--- src/rtl/ram_access_ctrl_pkg.sv ---
// ram_access_ctrl_pkg: size/state encodings and alignment rule shared by the load/store unit.
package ram_access_ctrl_pkg;
  typedef enum logic [1:0] {SIZE_B = 2'b00, SIZE_H = 2'b01, SIZE_W = 2'b10, SIZE_X = 2'b11} size_e;
  typedef enum logic [2:0] {S_IDLE, S_RD, S_WR, S_DONE, S_FAULT} state_e;
  function automatic logic misaligned(input logic [1:0] size, input logic [1:0] a);
    return size == SIZE_X || (size == SIZE_H && a[0]) || (size == SIZE_W && a != 2'b00);
  endfunction
endpackage

--- src/rtl/ram_access_ctrl_lane_align.sv ---
// ram_access_ctrl_lane_align: extracts/extends load lanes and merges store lanes into a RAM word.
module ram_access_ctrl_lane_align
  import ram_access_ctrl_pkg::*;
(
  input  logic [31:0] ram_word_i,
  input  logic [31:0] old_word_i,
  input  logic [31:0] wdata_i,
  input  logic [1:0]  addr_i,
  input  logic [1:0]  size_i,
  input  logic        unsigned_i,
  output logic [31:0] rdata_o,
  output logic [31:0] wword_o
);
  logic [7:0]  b;
  logic [15:0] h;
  always_comb begin
    b = ram_word_i[{addr_i, 3'b000} +: 8];
    h = ram_word_i[{addr_i[1], 4'b0000} +: 16];
    rdata_o = size_i == SIZE_B ? {{24{b[7] & ~unsigned_i}}, b} :
              size_i == SIZE_H ? {{16{h[15] & ~unsigned_i}}, h} : ram_word_i;
    wword_o = size_i == SIZE_W ? wdata_i : old_word_i;
    if (size_i == SIZE_B) wword_o[{addr_i, 3'b000} +: 8] = wdata_i[7:0];
    if (size_i == SIZE_H) wword_o[{addr_i[1], 4'b0000} +: 16] = wdata_i[15:0];
  end
endmodule

--- src/rtl/ram_access_ctrl.sv ---
// ram_access_ctrl: load/store unit driving a byte-enable-less word RAM, sub-word stores via read-modify-write.
module ram_access_ctrl
  import ram_access_ctrl_pkg::*;
#(
  parameter int RAM_AW = 8
) (
  input  logic              iRAC_CLK,
  input  logic              iRAC_RST,
  input  logic              iRAC_REQ,
  input  logic              iRAC_WE,
  input  logic [1:0]        iRAC_SIZE,
  input  logic              iRAC_UNSIGNED,
  input  logic [31:0]       iRAC_ADDR,
  input  logic [31:0]       iRAC_WDATA,
  output logic [31:0]       oRAC_RDATA,
  output logic              oRAC_READY,
  output logic              oRAC_BUSY,
  output logic              oRAC_MISALIGN,
  output logic [31:0]       oRAM_DATA,
  input  logic [31:0]       iRAM_DATA,
  output logic              oRAM_CE,
  output logic              oRAM_RD,
  output logic              oRAM_WR,
  output logic [RAM_AW-1:0] oRAM_ADDR
);
  state_e            state_q;
  logic              we_q, uns_q;
  logic [1:0]        size_q;
  logic [RAM_AW+1:0] addr_q;
  logic [31:0]       wdata_q, rword_q, rdata_q, ext, wword;
  logic              unused_addr;
  assign unused_addr = ^iRAC_ADDR[31:RAM_AW+2];
  ram_access_ctrl_lane_align u_align (
    .ram_word_i (iRAM_DATA),
    .old_word_i (rword_q),
    .wdata_i    (wdata_q),
    .addr_i     (addr_q[1:0]),
    .size_i     (size_q),
    .unsigned_i (uns_q),
    .rdata_o    (ext),
    .wword_o    (wword)
  );
  always_ff @(posedge iRAC_CLK or negedge iRAC_RST) begin
    if (!iRAC_RST) begin
      state_q <= S_IDLE;
      we_q    <= 1'b0;
      uns_q   <= 1'b0;
      size_q  <= 2'b00;
      addr_q  <= '0;
      wdata_q <= '0;
      rword_q <= '0;
      rdata_q <= '0;
    end else begin
      case (state_q)
        S_IDLE: if (iRAC_REQ) begin
          we_q    <= iRAC_WE;
          uns_q   <= iRAC_UNSIGNED;
          size_q  <= iRAC_SIZE;
          addr_q  <= iRAC_ADDR[RAM_AW+1:0];
          wdata_q <= iRAC_WDATA;
          state_q <= misaligned(iRAC_SIZE, iRAC_ADDR[1:0]) ? S_FAULT :
                     (iRAC_WE && iRAC_SIZE == SIZE_W) ? S_WR : S_RD;
        end
        S_RD: begin
          rword_q <= iRAM_DATA;
          if (!we_q) rdata_q <= ext;
          state_q <= we_q ? S_WR : S_DONE;
        end
        S_WR:    state_q <= S_DONE;
        default: state_q <= S_IDLE;
      endcase
    end
  end
  // All strobes decode straight from the state register so they drop with reset
  assign oRAM_CE       = state_q == S_RD || state_q == S_WR;
  assign oRAM_RD       = state_q == S_RD;
  assign oRAM_WR       = state_q == S_WR;
  assign oRAM_ADDR     = oRAM_CE ? addr_q[RAM_AW+1:2] : '0;
  assign oRAM_DATA     = oRAM_WR ? wword : '0;
  assign oRAC_READY    = state_q == S_DONE || state_q == S_FAULT;
  assign oRAC_MISALIGN = state_q == S_FAULT;
  assign oRAC_BUSY     = state_q != S_IDLE;
  assign oRAC_RDATA    = rdata_q;
endmodule

--- config.mk ---
export PLATFORM = sky130hd
export DESIGN_NAME = ram_access_ctrl
export DESIGN_NICKNAME = d
export VERILOG_FILES = /design/src/rtl/ram_access_ctrl_pkg.sv /design/src/rtl/ram_access_ctrl_lane_align.sv /design/src/rtl/ram_access_ctrl.sv
export SDC_FILE = /design/constraint.sdc
export NUM_CORES = 1
export LEC_CHECK = 0
export BUFFER_PORTS_ARGS = -buffer_cell sky130_fd_sc_hd__buf_2
export CAP_MARGIN = 20
export CORE_MARGIN = 10
export CORE_UTILIZATION = 40
export DETAILED_ROUTE_END_ITERATION = 10
export PLACE_DENSITY = 0.6
export SETUP_SLACK_MARGIN = 0.3
export SLEW_MARGIN = 20
export SYNTH_ARGS = -nofsm -noshare
export SYNTH_HDL_FRONTEND = slang
export SYNTH_HIERARCHICAL = 1
export SYNTH_SLANG_ARGS = --single-unit
--- constraint.sdc ---
create_clock -name iRAC_CLK -period 5.7 [get_ports iRAC_CLK]
set_clock_uncertainty 0.05 [all_clocks]
set_input_delay 1.14 -clock iRAC_CLK [delete_from_list [all_inputs] [get_ports iRAC_CLK]]
set_output_delay 1.14 -clock iRAC_CLK [all_outputs]
set_load 0.05 [all_outputs]
* After elaboration in Yosys (flattened, before gate mapping) *
Cells that the tools add are included.

storage, ports and cells
  output and inout bits = 78
  word-level logic and storage cells = 57
  bits of input ports = 103
  bits in registers = 113

cells by class
  bitwise logic cells = 4
  shift operators = 6
  add/sub/neg operators = 2
  equality and inequality tests = 10
  reduce and logical (&&, ||, !) cells = 13
  muxes and demuxes = 14

operators by type and width
  cell                                                                     number
  32-bit 2-to-1 mux                                                        6
  32-bit bitwise mux                                                       2
  16-bit by 7-bit variable shift with 32-bit output, first input constant  1
  8-bit by 7-bit variable shift with 32-bit output, first input constant   1
  16-bit by 7-bit variable part select with 32-bit output                  1
  32-bit by 6-bit variable part select with 16-bit output                  1
  32-bit by 6-bit variable part select with 8-bit output                   1
  8-bit by 7-bit variable part select with 32-bit output                   1
  5-bit negator with 7-bit output                                          2
  3-bit case mux with 3 select lines                                       1
  8-bit 2-to-1 mux                                                         1
  2-bit == test, second input constant                                     3
  3-bit by 2-bit == test with 1-bit output, second input constant          2
  3-bit 2-to-1 mux                                                         2
  2-bit by 1-bit == test with 1-bit output, second input constant          2
  1-bit logical OR                                                         4
  2-bit AND reduction                                                      2
  3-bit by 1-bit == test with 1-bit output, second input constant          1
  3-bit == test, second input constant                                     1
  1-bit logical AND                                                        3
  3-bit logical NOT                                                        1
  3-bit nonzero test                                                       1
  1-bit AND                                                                2
  2-bit logical NOT                                                        1
  5 further kinds                                                          6

* Logic depth before layout (Yosys ltp) *
  word-level depth = 7
  gate-level depth with buffers = 9

* Cells and area by module *
Netlist, hierarchy kept.

modules (own cells, without submodules)
  module                      seq. area each (um^2)  area an instance (um^2)  times used  cells an instance
  ram_access_ctrl             2827.7                 4631.9                   1           302
  ram_access_ctrl_lane_align  0.0                    1725.4                   1           266

* Worst setup path before layout *
No wires, ideal clock.

  kind = flip-flop to output port
  from = reg state_q[2]
  to = out oRAC_READY
  arrival time = 2264 ps
  slack = 2246 ps
  stages on the path, launching flop included = 4
  cells stage by stage = dfrtp_1 buf_2 nor3b_1 nand2b_1

between the ends
  cells in the longest elaborated chain, start to end = 2

RTL lines
  element                   line                   text
  start: declaration        ram_access_ctrl.sv:26  state_e state_q;
  start signal: assignment  ram_access_ctrl.sv:61  state_q <= misaligned(iRAC_SIZE, iRAC_ADDR[1:0]) ? S_FAULT :
  start signal: assignment  ram_access_ctrl.sv:67  state_q <= we_q ? S_WR : S_DONE;
  3-bit == test             --
  via oRAC_MISALIGN         ram_access_ctrl.sv:18  output logic oRAC_MISALIGN,
  1-bit logical OR          ram_access_ctrl.sv:80  assign oRAC_READY = state_q == S_DONE || state_q == S_FAULT;
  end: declaration          ram_access_ctrl.sv:16  output logic oRAC_READY,

The timed path passes the listed nets, and every way through them passes these cells.

* Worst setup path after layout *
  from = reg addr_q[1]
  to = out oRAM_DATA[14]

between the ends
  cells in the longest elaborated chain, start to end = 7

RTL lines
  element                                                                                                                            line                              text
  start: declaration                                                                                                                 ram_access_ctrl.sv:29             logic [RAM_AW+1:0] addr_q;
  start signal: assignment                                                                                                           ram_access_ctrl.sv:59             addr_q <= iRAC_ADDR[RAM_AW+1:0];
  5-bit negator with 7-bit output                                                                                                    ram_access_ctrl_lane_align.sv:22  if (size_i == SIZE_B) wword_o[{addr_i, 3'b000} +: 8] = wdata_i[7:0];
  8-bit by 7-bit variable part select with 32-bit output / 8-bit by 7-bit variable shift with 32-bit output (equally long branches)  ram_access_ctrl_lane_align.sv:22
  32-bit bitwise mux                                                                                                                 ram_access_ctrl_lane_align.sv:22
  32-bit 2-to-1 mux                                                                                                                  ram_access_ctrl_lane_align.sv:22
  32-bit bitwise mux                                                                                                                 ram_access_ctrl_lane_align.sv:23  if (size_i == SIZE_H) wword_o[{addr_i[1], 4'b0000} +: 16] = wdata_i[15:0];
  32-bit 2-to-1 mux *                                                                                                                ram_access_ctrl_lane_align.sv:23
  via wword[14]                                                                                                                      ram_access_ctrl.sv:30             logic [31:0] wdata_q, rword_q, rdata_q, ext, wword;
  32-bit 2-to-1 mux *                                                                                                                ram_access_ctrl.sv:79             assign oRAM_DATA = oRAM_WR ? wword : '0;
  end: declaration                                                                                                                   ram_access_ctrl.sv:19             output logic [31:0] oRAM_DATA,

Mark *: on every way through the listed nets, which the timed path passes. The rest lies on a longest branch.

==> metrics.md <==
| Metric | Value |
|---|---|
| PnR Total Power | 5.988 mW |
| Met2 wire len | 9636 microns |
| Reg2Reg Launch Point | size_q[1] |
| Syn-to-layout area delta | 24.01% |
| Hold Crit Class | flop to flop |
| Mapped Nets | 676 |
| Clk Latency, worst-skew pair | 0.41 ns |
| Crit path DAT | 3.57 ns |
| DR vias | 5018 |
| Max-cap violations | 0 |
| Post-layout minimum cycle time | 4.763 ns |
| Flop pwr share | 27.4% |
| Die Footprint | 21340 sq um |
| Detailed Route Iter0 Violations | 315 |
| Max Slew Vio Count | 0 |
| Met1 WL | 8398 microns |
| Top Family by Delay on Critical Path | simple AND/OR/NAND/NOR gates |
| Placer Congestion | 0.8848 |
| RSZ-0062 raised after global routing | false |
| Root buf cell | clkbuf_16 |
| Mapped Avg Cell Area | 11.19 sq um |
| Sw frac | 46.39% |
| Ports | 181 |
| CP max stage delay | 0.81 ns |
| Endpoints failing setup | 0 |
| Cell Area, Synth | 6357 sq um |
| YS warnings | 6 |
| Logic pwr share | 53.4% |
| Hold Path Stages | 1 |
| Pwr per Cell Area | 759.5 nW/um^2 |
| CTS Buf Count | 17 |
| Synth Instances | 568 |
| Total track usage | 18.33% |
| Initial antenna violation count | 0 |
| Port buffer count | 158 |
| CTS clk-pin slew, worst paths | 0.05 ns |
| Sw Pwr | 2.778 mW |
| Cts repair resizes | 0 |
| Synth unique cells | 47 |
| Worst Hold End | oRAC_RDATA[26] |
| Crit Path Class | flop to primary output |
| Final Hold Vio Count | 0 |
| H-tree lvl count | 4 |
| Largest net degree at the start of global routing | 74 |
| Yosys reg bits | 113 |
| Gr ovfl total | 0 |
| Async SR Flop Fraction | 100.0% |
| Reg2reg path depth | 4 |
| Clock share of power | 19.2% |
| Layout cells sized above 1 | 45.93% |
| Final wirelength | 19680 microns |
| IR Drop Worst-Case VDD | 0.0003498 V |
| Diode count | 0 |
| Max Fanout on Critical Path | 17 |
| Worst path required time | 4.51 ns |
| CORE AREA | 15710 sq um |
| Slowest cell on the critical path | dfrtp_1 |
| Post-layout util | 50.18% |
| Post-synth top flop | dfrtp_1 |
| Fmax | 209.9 MHz |
| R2r endpoint | oRAC_RDATA[10] |
| Startpoint types | flop |
| Final #Nets | 820 |
| Initial Util | 40.46% |
| DIE HEIGHT | 146.1 microns |
| Setup TNS | 0 ns |
| Die extent in x | 146.1 microns |
| CTS tree | done |
| EDFF count, synth | 0 |
| Worst slew pin tran | 1.093 ns |
| Setup slack, reg-to-reg | 2.77 ns |
| Leakage | 3.694 nW |
| Routed wl met3 | 1305 microns |
| Uppermost layer routed | met4 |
| Fill cells | 1454 |
| Ranking of synthesized cells by area | dfrtp_1 (44%), mux2_2 (19%), nand2_1 (5.7%) |
| DR DRC count | 0 |
| First-pass GRT wire length | 30590 microns |
| Fin crit share | 83.56% |
| Min-Delay Startpoint | oRAC_RDATA[26] |
| Max_slew headroom | 27.13% |
| Hold slack | 0.4390 ns |
| Largest area contributor in the netlist | dfrtp_1 |
| Cell row count | 46 |
| Status | completed |
| Clock Path Buffers | 2 |
| DR WL/cell | 20.92 microns |
| Post-route ant nets | 0 |
| Internal Power | 3.210 mW |
| Post-CTS setup repair buffer count | 0 |
| Register area share after synthesis | 44.48% |
| Vias in the first global route | 5271 |
| Cell chain of the critical path | inv_1 -> ha_1 -> nor4bb_2 -> nand2_1 -> a2bb2oi_1 -> o22a_1 -> and2_1 -> buf_2 |
| Critical Path End Type | primary output |
| Hold_buf cts | 0 |
| Buf/Inv on CP | 2 |
| Synth top area share | 44.48% |
| Drt via density | 5.333 |
| Num Clock Sinks | 113 |
| Detailed placement HPWL | 14530 microns |
| DR pass1 iterations | 5 |
cell usage in the layout (no fill, tap or decap), types with 2 or more instances in the layout:
master / n
o22ai_1: 16
buf_2: 157
mux4_2: 6
a31oi_1: 16
mux2i_1: 10
a21o_1: 8
a21oi_1: 12
nand2_1: 97
nor4b_4: 2
bufinv_16: 4
a2bb2oi_1: 8
dfrtp_1: 113
nor3_1: 2
nor3b_1: 2
nand2b_1: 4
a221oi_1: 6
o21ai_4: 2
or2_1: 3
clkbuf_16: 17
nand3b_1: 2
clkinv_2: 3
a221oi_2: 2
inv_1: 5
ha_1: 5
buf_4: 6
mux2_1: 2
o22a_1: 9
o31ai_2: 8
nor2_1: 22
mux2_2: 108
and2_1: 41
clkbuf_8: 5
power by group through the flow:
| stage | sequential (mW) | clock (mW) | combinational [mW] |
|---|---|---|---|
| after floorplan | 1.80 | 0 | 2.29 |
| after global placement | 1.64 | 0 | 3.14 |
| after detailed placement | 1.65 | 0 | 3.19 |
| after CTS | 1.64 | 1.17 | 3.20 |
| after global routing | 1.70 | 1.21 | 3.42 |
| final | 1.64 | 1.15 | 3.20 |
area by class of cell:
| type | count | area [sq um] | area share, % |
|---|---|---|---|
| Tap cell | 216 | 270.3 | 3.428 |
| Timing Repair Buffer | 163 | 830.8 | 10.54 |
| Clock buffer | 23 | 498.0 | 6.316 |
| Clock inverter | 9 | 151.4 | 1.920 |
| Inverter | 6 | 25.02 | 0.3174 |
| Sequential cell | 113 | 2828 | 35.87 |
| Multi-Input combinational cell | 411 | 3281 | 41.61 |
metrics by stage:
| step | cells | setup WS (ns) | area, sq um |
|---|---|---|---|
| 3_5_place_dp | 909 | 1.133 | 7222 |
| 4_1_cts | 941 | 0.6891 | 7871 |
| 5_1_grt | 941 | 0.7247 | 7884 |
| 6_report | 941 | 0.9368 | 7884 |
| 3_3_place_gp | 909 | 1.279 | 7222 |
| 2_1_floorplan | 568 | 2.246 | 6357 |
worst max-delay path by stage:
stage               start  cells after the start  slack [ns]             to
2_1_floorplan  state_q[2]                      3        2.25     oRAC_READY
3_3_place_gp    addr_q[1]                      8        1.28  oRAM_DATA[12]
3_5_place_dp    addr_q[1]                      8        1.13  oRAM_DATA[14]
4_1_cts         addr_q[1]                      8        0.69  oRAM_DATA[14]
5_1_grt         addr_q[1]                      8        0.72   oRAM_DATA[9]
6_report        addr_q[1]                      8        0.94  oRAM_DATA[14]
cells by family (layout without fill, tap and decap cells):
group	after synthesis	count (layout)	synth area share [%]
adders and majority gates	5	5	0.9841
DFF	113	113	44.48
and+or+nand+nor	184	184	14.54
muxes	128	128	23.81
buffers and inverters	44	201	4.350
AOI/OAI and AO/OA	93	93	11.69
xor gates and xnor gates	1	1	0.1378
flip-flops by register name, summed over array words and instances (netlist names):
register	flops
size_q	2
rword_q	32
oRAC_RDATA	32
we_q	1
addr_q	10
wdata_q	32
state_q	3
uns_q	1
layer usage:
| layer | vias to the layer above | track usage, % |
|---|---|---|
| li1 | 2318 | - |
| met1 | 2498 | 22.53 |
| met2 | 175 | 30.19 |
| met3 | 27 | 5.161 |
| met4 | 0 | 6.456 |
| met5 | - | 0 |
synthesized netlist by cell type, types with 2 or more instances:
cell       instances
nand3b_1           2
o22a_1             9
mux4_2             6
nand2b_1           4
nor4b_4            2
or2_1              3
dfrtp_1          113
clkbuf_1           5
ha_1               5
a221oi_2           2
buf_1              3
and2_1            42
o31ai_2            8
a31oi_1           16
buf_6              9
a2bb2oi_1          8
nand2_1           97
o22ai_1           16
a21o_1             8
nor2_1            23
mux2_1             2
o21ai_4            2
buf_2             15
buf_4              6
inv_1              5
a221oi_1           6
nor3b_1            3
mux2i_1           10
mux2_2           108
nor3_1             2
a21oi_1           12
Power figures use the tool's default switching activity.
